--- src/rtl/food_eat_ctrl_pkg.sv ---
`default_nettype none
// ============================================================================
// Module   : food_eat_ctrl_pkg
// Brief    : Shared snake-game constants, game-state encoding and the
//            coordinate distance helper.
// Revision : 1.0 - initial release
// ============================================================================
package food_eat_ctrl_pkg;

   localparam int COORD_W      = 10;
   localparam int DIFF_W       = COORD_W + 1;
   localparam int SCORE_DIGITS = 4;
   localparam int SCORE_W      = 4 * SCORE_DIGITS;

   localparam logic [3:0] BCD_DIGIT_MAX = 4'd9;

   // Game-step sequencer states; explicit 2-bit encoding shared by all
   // snake control blocks.
   typedef enum logic [1:0] {
      ST_ARMED  = 2'd0,
      ST_CHECK  = 2'd1,
      ST_DRIVE  = 2'd2,
      ST_SETTLE = 2'd3
   } game_state_t;

   // |a - b| computed as an 11-bit signed difference, so coordinate
   // extremes never wrap (0 vs 1023 gives 1023).
   function automatic logic [DIFF_W-1:0] abs_diff(
      input logic [COORD_W-1:0] a,
      input logic [COORD_W-1:0] b
   );
      logic [DIFF_W-1:0] d;
      d = {1'b0, a} - {1'b0, b};
      return d[DIFF_W-1] ? (~d + DIFF_W'(1)) : d;
   endfunction

endpackage : food_eat_ctrl_pkg
`default_nettype wire

--- src/rtl/food_eat_ctrl_bcd_inc4.sv ---
`default_nettype none
// ============================================================================
// Module   : bcd_inc4
// Brief    : Combinational 4-digit BCD incrementer with per-digit carry,
//            saturating at 9999.
// Revision : 1.0 - initial release
// ============================================================================
module bcd_inc4
   import food_eat_ctrl_pkg::*;
(
   input  logic [SCORE_W-1:0] score_i,
   output logic [SCORE_W-1:0] score_o
);

   logic [SCORE_DIGITS:0] w_carry;
   logic [SCORE_W-1:0]    w_inc;

   assign w_carry[0] = 1'b1;

   // Ripple the +1 through the digits: a 9 receiving a carry rolls to 0
   // and passes the carry upward.
   generate
      for (genvar d = 0; d < SCORE_DIGITS; d++) begin : g_digit
         logic [3:0] w_dig;
         logic       w_is_max;
         assign w_dig          = score_i[4*d +: 4];
         assign w_is_max       = (w_dig == BCD_DIGIT_MAX);
         assign w_carry[d+1]   = w_carry[d] & w_is_max;
         assign w_inc[4*d +: 4] = !w_carry[d] ? w_dig :
                                  (w_is_max ? 4'd0 : w_dig + 4'd1);
      end
   endgenerate

   // A carry out of the top digit only happens at 9999; hold it there.
   assign score_o = w_carry[SCORE_DIGITS] ? score_i : w_inc;

endmodule : bcd_inc4
`default_nettype wire

--- src/rtl/food_eat_ctrl.sv ---
`default_nettype none
// ============================================================================
// Module   : food_eat_ctrl
// Brief    : Food-box eat detection. Latches the head on each game step,
//            compares it against the box, and on a hit issues a one-cycle
//            drive/grow pulse, bumps the BCD score and blanks the box while
//            the new coordinates settle.
// Revision : 1.0 - initial release
// ============================================================================
module food_eat_ctrl
   import food_eat_ctrl_pkg::*;
#(
   parameter int HIT_TOL    = 10,
   parameter int SETTLE_CYC = 3     // legal range 2..15
)(
   input  logic               I_clk,
   input  logic               I_rst_n,
   input  logic               I_tick,
   input  logic [COORD_W-1:0] I_head_x,
   input  logic [COORD_W-1:0] I_head_y,
   input  logic [COORD_W-1:0] I_box_x,
   input  logic [COORD_W-1:0] I_box_y,
   input  logic               I_game_over,
   input  logic               I_clear,
   output logic               O_drive,
   output logic               O_grow,
   output logic               O_box_valid,
   output logic [SCORE_W-1:0] O_score
);

   localparam logic [3:0]        C_SETTLE = 4'(SETTLE_CYC);
   localparam logic [DIFF_W-1:0] C_TOL    = DIFF_W'(HIT_TOL);

   game_state_t        state_q, state_d;
   logic [COORD_W-1:0] head_x_q, head_x_d;
   logic [COORD_W-1:0] head_y_q, head_y_d;
   logic [3:0]         cnt_q, cnt_d;
   logic               drive_q, drive_d;
   logic               grow_q, grow_d;
   logic               valid_q, valid_d;
   logic [SCORE_W-1:0] score_q, score_d;

   logic [DIFF_W-1:0]  w_dx;
   logic [DIFF_W-1:0]  w_dy;
   logic               w_hit;
   logic [SCORE_W-1:0] w_score_inc;

   // Strict tolerance window on both axes; game over forces a miss.
   assign w_dx  = abs_diff(head_x_q, I_box_x);
   assign w_dy  = abs_diff(head_y_q, I_box_y);
   assign w_hit = (w_dx < C_TOL) && (w_dy < C_TOL) && !I_game_over;

   bcd_inc4 u_bcd_inc4 (
      .score_i (score_q),
      .score_o (w_score_inc)
   );

   // State and output registers; reset restores the idle, drawable box.
   always_ff @(posedge I_clk) begin
      if (!I_rst_n) begin
         state_q  <= ST_ARMED;
         head_x_q <= '0;
         head_y_q <= '0;
         cnt_q    <= '0;
         drive_q  <= 1'b0;
         grow_q   <= 1'b0;
         valid_q  <= 1'b1;
         score_q  <= '0;
      end else begin
         state_q  <= state_d;
         head_x_q <= head_x_d;
         head_y_q <= head_y_d;
         cnt_q    <= cnt_d;
         drive_q  <= drive_d;
         grow_q   <= grow_d;
         valid_q  <= valid_d;
         score_q  <= score_d;
      end
   end

   // Sequencer: DRIVE launches the pulse and blanks the box on its exit
   // edge; SETTLE counts down and restores validity when it hits zero.
   always_comb begin
      state_d  = state_q;
      head_x_d = head_x_q;
      head_y_d = head_y_q;
      cnt_d    = cnt_q;
      drive_d  = 1'b0;
      grow_d   = 1'b0;
      valid_d  = valid_q;
      case (state_q)
         ST_ARMED: begin
            if (I_tick) begin
               head_x_d = I_head_x;
               head_y_d = I_head_y;
               state_d  = ST_CHECK;
            end
         end
         ST_CHECK: begin
            state_d = w_hit ? ST_DRIVE : ST_ARMED;
         end
         ST_DRIVE: begin
            drive_d = 1'b1;
            grow_d  = 1'b1;
            valid_d = 1'b0;
            cnt_d   = C_SETTLE;
            state_d = ST_SETTLE;
         end
         ST_SETTLE: begin
            valid_d = 1'b0;
            if (cnt_q == 4'd0) begin
               valid_d = 1'b1;
               state_d = ST_ARMED;
            end else begin
               cnt_d = cnt_q - 4'd1;
            end
         end
         default: begin
            state_d = ST_ARMED;
            valid_d = 1'b1;
         end
      endcase
   end

   // Score: the increment lands the cycle after the drive pulse; clear wins.
   always_comb begin
      score_d = score_q;
      if (I_clear) begin
         score_d = '0;
      end else if (drive_q) begin
         score_d = w_score_inc;
      end
   end

   assign O_drive     = drive_q;
   assign O_grow      = grow_q;
   assign O_box_valid = valid_q;
   assign O_score     = score_q;

endmodule : food_eat_ctrl
`default_nettype wire

--- config.mk ---
export PLATFORM = sky130hd
export DESIGN_NAME = food_eat_ctrl
export DESIGN_NICKNAME = d
export VERILOG_FILES = /design/src/rtl/food_eat_ctrl_pkg.sv /design/src/rtl/food_eat_ctrl_bcd_inc4.sv /design/src/rtl/food_eat_ctrl.sv
export SDC_FILE = /design/constraint.sdc
export NUM_CORES = 1
export LEC_CHECK = 0
export ABC_AREA = 0
export BUFFER_PORTS_ARGS = -buffer_cell sky130_fd_sc_hd__buf_2
export CORE_ASPECT_RATIO = 1.5
export CORE_UTILIZATION = 42
export CTS_CLUSTER_SIZE = 30
export DETAILED_ROUTE_END_ITERATION = 10
export PLACE_DENSITY = 0.62
export SYNTH_ARGS = -nofsm -noshare
export SYNTH_HDL_FRONTEND = slang
export SYNTH_SLANG_ARGS = --single-unit
--- constraint.sdc ---
create_clock -name I_clk -period 3.49 [get_ports I_clk]
set_clock_uncertainty 0.15 [all_clocks]
set_input_delay 0.698 -clock I_clk [delete_from_list [all_inputs] [get_ports I_clk]]
set_output_delay 0.698 -clock I_clk [all_outputs]
set_load 0.005 [all_outputs]
## Word-level counts from Yosys, hierarchy flattened

Index checks and enable logic that the tools add are counted.

- Register bits after elaboration: 44
- Input bits: 45

- Mux-type cells: 15
- Add/subtract/negate cells: 9
- Reductions and logical operators: 14
- Eq/ne operators: 10
- $lt $le $gt $ge: 2
- Bitwise operators: 7

Operator list:

| operator | number |
|---|---|
| $add A11 B1 Y11 const B | 2 |
| $lt A11 B4 Y1 const B | 2 |
| $mux W11 | 2 |
| $not A11 Y11 | 2 |
| $sub A10 B10 Y11 | 2 |
| $mux W4 | 5 |
| $add A4 B1 Y4 const B | 4 |
| $eq A4 B4 Y1 const B | 4 |
| $reduce_and A3 Y1 | 3 |
| $pmux W2 S4 | 1 |
| $pmux W4 S2 | 1 |
| $reduce_and A2 Y1 | 4 |
| $mux W2 | 3 |
| $ne A2 B2 Y1 const B | 3 |
| $eq A2 B2 Y1 const B | 2 |
| $logic_not A4 Y1 | 1 |
| $sub A4 B1 Y4 const B | 1 |
| $and A1 B1 Y1 | 3 |
| $eq A2 B1 Y1 const B | 1 |
| $logic_and A1 B1 Y1 | 2 |
| $logic_not A2 Y1 | 1 |
| $mux W1 | 2 |
| $not A1 Y1 | 2 |
| $pmux W1 S2 | 1 |
| other kinds (3) | 3 |

## Longest topological paths before layout

- Depth after elaboration: 9
- Depth in mapped cells: 14
- Gate-level depth less buffers: 14

## Modules after synthesis

From an unflattened synthesis, not the netlist that was laid out.

- Cells, all modules: 485
- Area, all modules: 3652.3 um2

By module, submodules not included:

| module | times used | cells each | area an instance (um2) |
|---|---|---|---|
| food_eat_ctrl | 1 | 425 | 3263.1 |
| bcd_inc4 | 1 | 60 | 389.1 |

## Worst setup path before layout

OpenSTA, ideal clock, no wires.

- Path type: input port to flip-flop
- From: in I_box_y[0]
- To: reg with a tool-made name
- Path slack: 446 ps
- Data arrival time: 2825 ps
- Stages on the path: 11
- Setup time: 69 ps
- Buffers on the path: 0
- Path through: ha_1 -> inv_1 -> fa_1 -> a211oi_2 -> o21ai_1 -> a21o_1 -> xor2_1 -> nand4b_1 -> a2111oi_2 -> o2111ai_1 -> o21ai_1

RTL lines:

| element | RTL line | RTL |
|---|---|---|
| start, declared | food_eat_ctrl.sv:22 | `input logic [COORD_W-1:0] I_box_y,` |

==> flow_summary.json <==
{
  "tightest_slew_ns": 0.690,
  "power_frac_comb_pct": 30.6,
  "drc": 0,
  "drive_gt1_share_pct": 16.0,
  "track_usage_pct": 19.5,
  "start_kind": "primary input",
  "viasPerCell": 5.35,
  "drv_slew": 0,
  "power.total_w": 0.00144,
  "max_slew_margin_pct": 54.0,
  "hp-class": "reg -> reg",
  "cts_resized": 0,
  "period_minus_slack_ns": 3.04,
  "ant_nets": 0,
  "ys_seq_elements": 44,
  "drtIter0Drc": 131,
  "start_util_pct": 43.7,
  "die_h_um": 115,
  "r2r_cells": 12,
  "n_fill_cell": 831,
  "yosysWarnings": 0,
  "yosysUniqueCellTypes": 67,
  "p_sw_w": 0.000448,
  "core_area_sq_um": 8110,
  "rsz0062_at_grt": "false",
  "power.internal_w": 0.000987,
  "layout_common_cells": "buf_2, nand2_1, dfxtp_1, a21oi_1, inv_1",
  "cts_tree": "built",
  "status": "finished, final reports clean",
  "grt_pass1_wl_um": 14100,
  "root_buffer": "clkbuf_16",
  "io_buffers": 63,
  "gr-total-overflow": 0,
  "crit_fanout": 5,
  "hold_depth": 2,
  "grt_pass1_vias": 3202,
  "placementRows": 40,
  "period_share_pct": 87.1,
  "synth_area_sq_um": 3550,
  "critical-path-max-stage-delay_ns": 0.44,
  "synth_nets": 542,
  "wl_per_cell_um": 13.3,
  "ir_worst_vdd_mv": 0.248,
  "layout.nets": 594,
  "dp.cells": 622,
  "timing.fmax_mhz": 329,
  "crit_path_end_kind": "flop",
  "cp_data_arrival_time_ns": 3.10,
  "die_w_um": 77.0,
  "slowest_stage": "fa_1",
  "power_frac_seq_pct": 36.7,
  "diodes": 0,
  "vias": 3371,
  "hpwl_um": 6540,
  "totalWireLength_um": 8370,
  "holdBufCountCts": 0,
  "gp_congestion": 0.840,
  "clock_latency_ns": 0.28,
  "power.share.clock_pct": 32.7,
  "synth_edf_count": 0,
  "async_reset_ff_share_pct": 0,
  "layout_commonest_cell": "buf_2",
  "clockBufferDepth": 2,
  "cp.required_ns": 3.55,
  "clock-sinks": 44,
  "grt_max_degree": 27,
  "netSwitchingFraction_pct": 31.2,
  "io-pin-count": 64,
  "area_growth_pct": 14.6,
  "path_clk_slew_ns": 0.06,
  "design.die.area_sq_um": 8820,
  "hold_violations": 0,
  "antenna_found_initial": 0,
  "critPathKind": "in -> reg",
  "cts_made_buffers": 5,
  "ys.flop_type": "dfxtp_1",
  "syn-mean-instance-area_sq_um": 7.51,
  "syn_inst": 472,
  "first_pass_iters": 4,
  "crit_chain": "buf_2 > ha_1 > inv_1 > fa_1 > xnor2_1 > and2_1 > mux2i_1 > nor3_2 > nand4b_1 > a2111oi_2 > o2111ai_1 > o21ai_1",
  "postCtsSetupBuffers": 0,
  "multi_input_area_sq_um": 2410,
  "leakagePower_nw": 1.75,
  "synth.yosys.seq_area_share_pct": 24.8,
  "power_density_nw_per_um2": 353,
  "drv_cap": 0,
  "finalSetupTns_ns": 0,
  "stdcell_count": 630,
  "whs_ns": 0.308,
  "regArea_sq_um": 881,
  "htree_levels": 2,
  "setup_violations": 0
}
[area by class of cell]
cell class / count / share of cell area, %
clock buffers: 8 / 3.60
inverters: 41 / 3.79
multi-input cells: 366 / 59.4
flip-flops and latches: 44 / 21.7
well taps: 105 / 3.23
repair buffers: 66 / 8.31
[layer usage]
layer	track usage [%]	vias to the layer above	part of all wire, %
met1	22.6	1529	44
met3	3.19	4	3.5
met5	0	-	0
met2	37.0	50	52
li1	-	1788	-
met4	4.78	0	0.70
[state kept, by name (all words and copies together), names as in the netlist, named ones only]
register / flops
O_grow: 1
head_y_q: 10
cnt_q: 4
O_box_valid: 1
O_score: 16
head_x_q: 10
state_q: 1
[critical path, delay by kind of cell]
kind,cells,cell delay (ns)
XOR/XNOR,1,0.35
multiplexers,1,0.13
AND/OR/NAND/NOR,3,0.54
buffers and inverters,2,0.14
adder cells (fa/ha/maj),2,0.60
AO/OA/AOI/OAI,3,0.64
[Yosys cell counts (7+ instances only)]
master / number / share of area, %
inv_1: 39 / 4.1
nor3_1: 8 / 1.1
nor2_1: 32 / 3.4
nand2_1: 60 / 6.4
a21oi_1: 44 / 6.2
nand3_1: 15 / 2.1
nand4_1: 7 / 1.2
xor2_1: 15 / 3.7
o21ai_0: 19 / 2.7
a31oi_1: 8 / 1.4
nor2b_1: 11 / 1.9
o211ai_1: 8 / 1.7
clkbuf_1: 13 / 1.4
dfxtp_1: 44 / 25
xnor2_1: 12 / 3.0
ha_1: 23 / 8.1
nand2b_1: 7 / 1.2
[power by group through the flow]
stage | Sequential [W] | Combinational, W | Clock [W]
after detailed placement | 0.000538 | 0.000436 | 0
final | 0.000527 | 0.000440 | 0.000469
after CTS | 0.000527 | 0.000438 | 0.000482
after floorplan | 0.000533 | 0.000342 | 0
after global placement | 0.000537 | 0.000428 | 0
after global routing | 0.000528 | 0.000495 | 0.000498
[logic make-up after synthesis]
kind of cell             Yosys count  synth area share (%)
AO/OA/AOI/OAI                    127                  24.1
XOR/XNOR                          27                  6.67
adder cells (fa/ha/maj)           25                  9.25
buffers and inverters             62                  7.06
flip-flops                        44                  24.8
multiplexers                       8                  2.33
AND/OR/NAND/NOR                  179                  25.7
[per-stage QoR]
step                      area (sq um)  utilization [%]  setup slack, ns
after detailed placement          3920             48.3            0.171
final                             4070             50.1            0.449
after floorplan                   3550                -            0.446
after global placement            3920             48.3            0.236
after CTS                         4070             50.1            0.447
after global routing              4070             50.1            0.208
[path summary, 6_finish.rpt]
| path | from | end | slack (ns) |
|---|---|---|---|
| max | I_box_y[0] | flop | 0.45 |
| min | head_x_q[8] | head_x_q[8] | 0.31 |
| max reg2reg | head_x_q[0] | flop | 0.56 |
| min reg2reg | head_x_q[8] | head_x_q[8] | 0.31 |
Power figures use the tool's default switching activity.
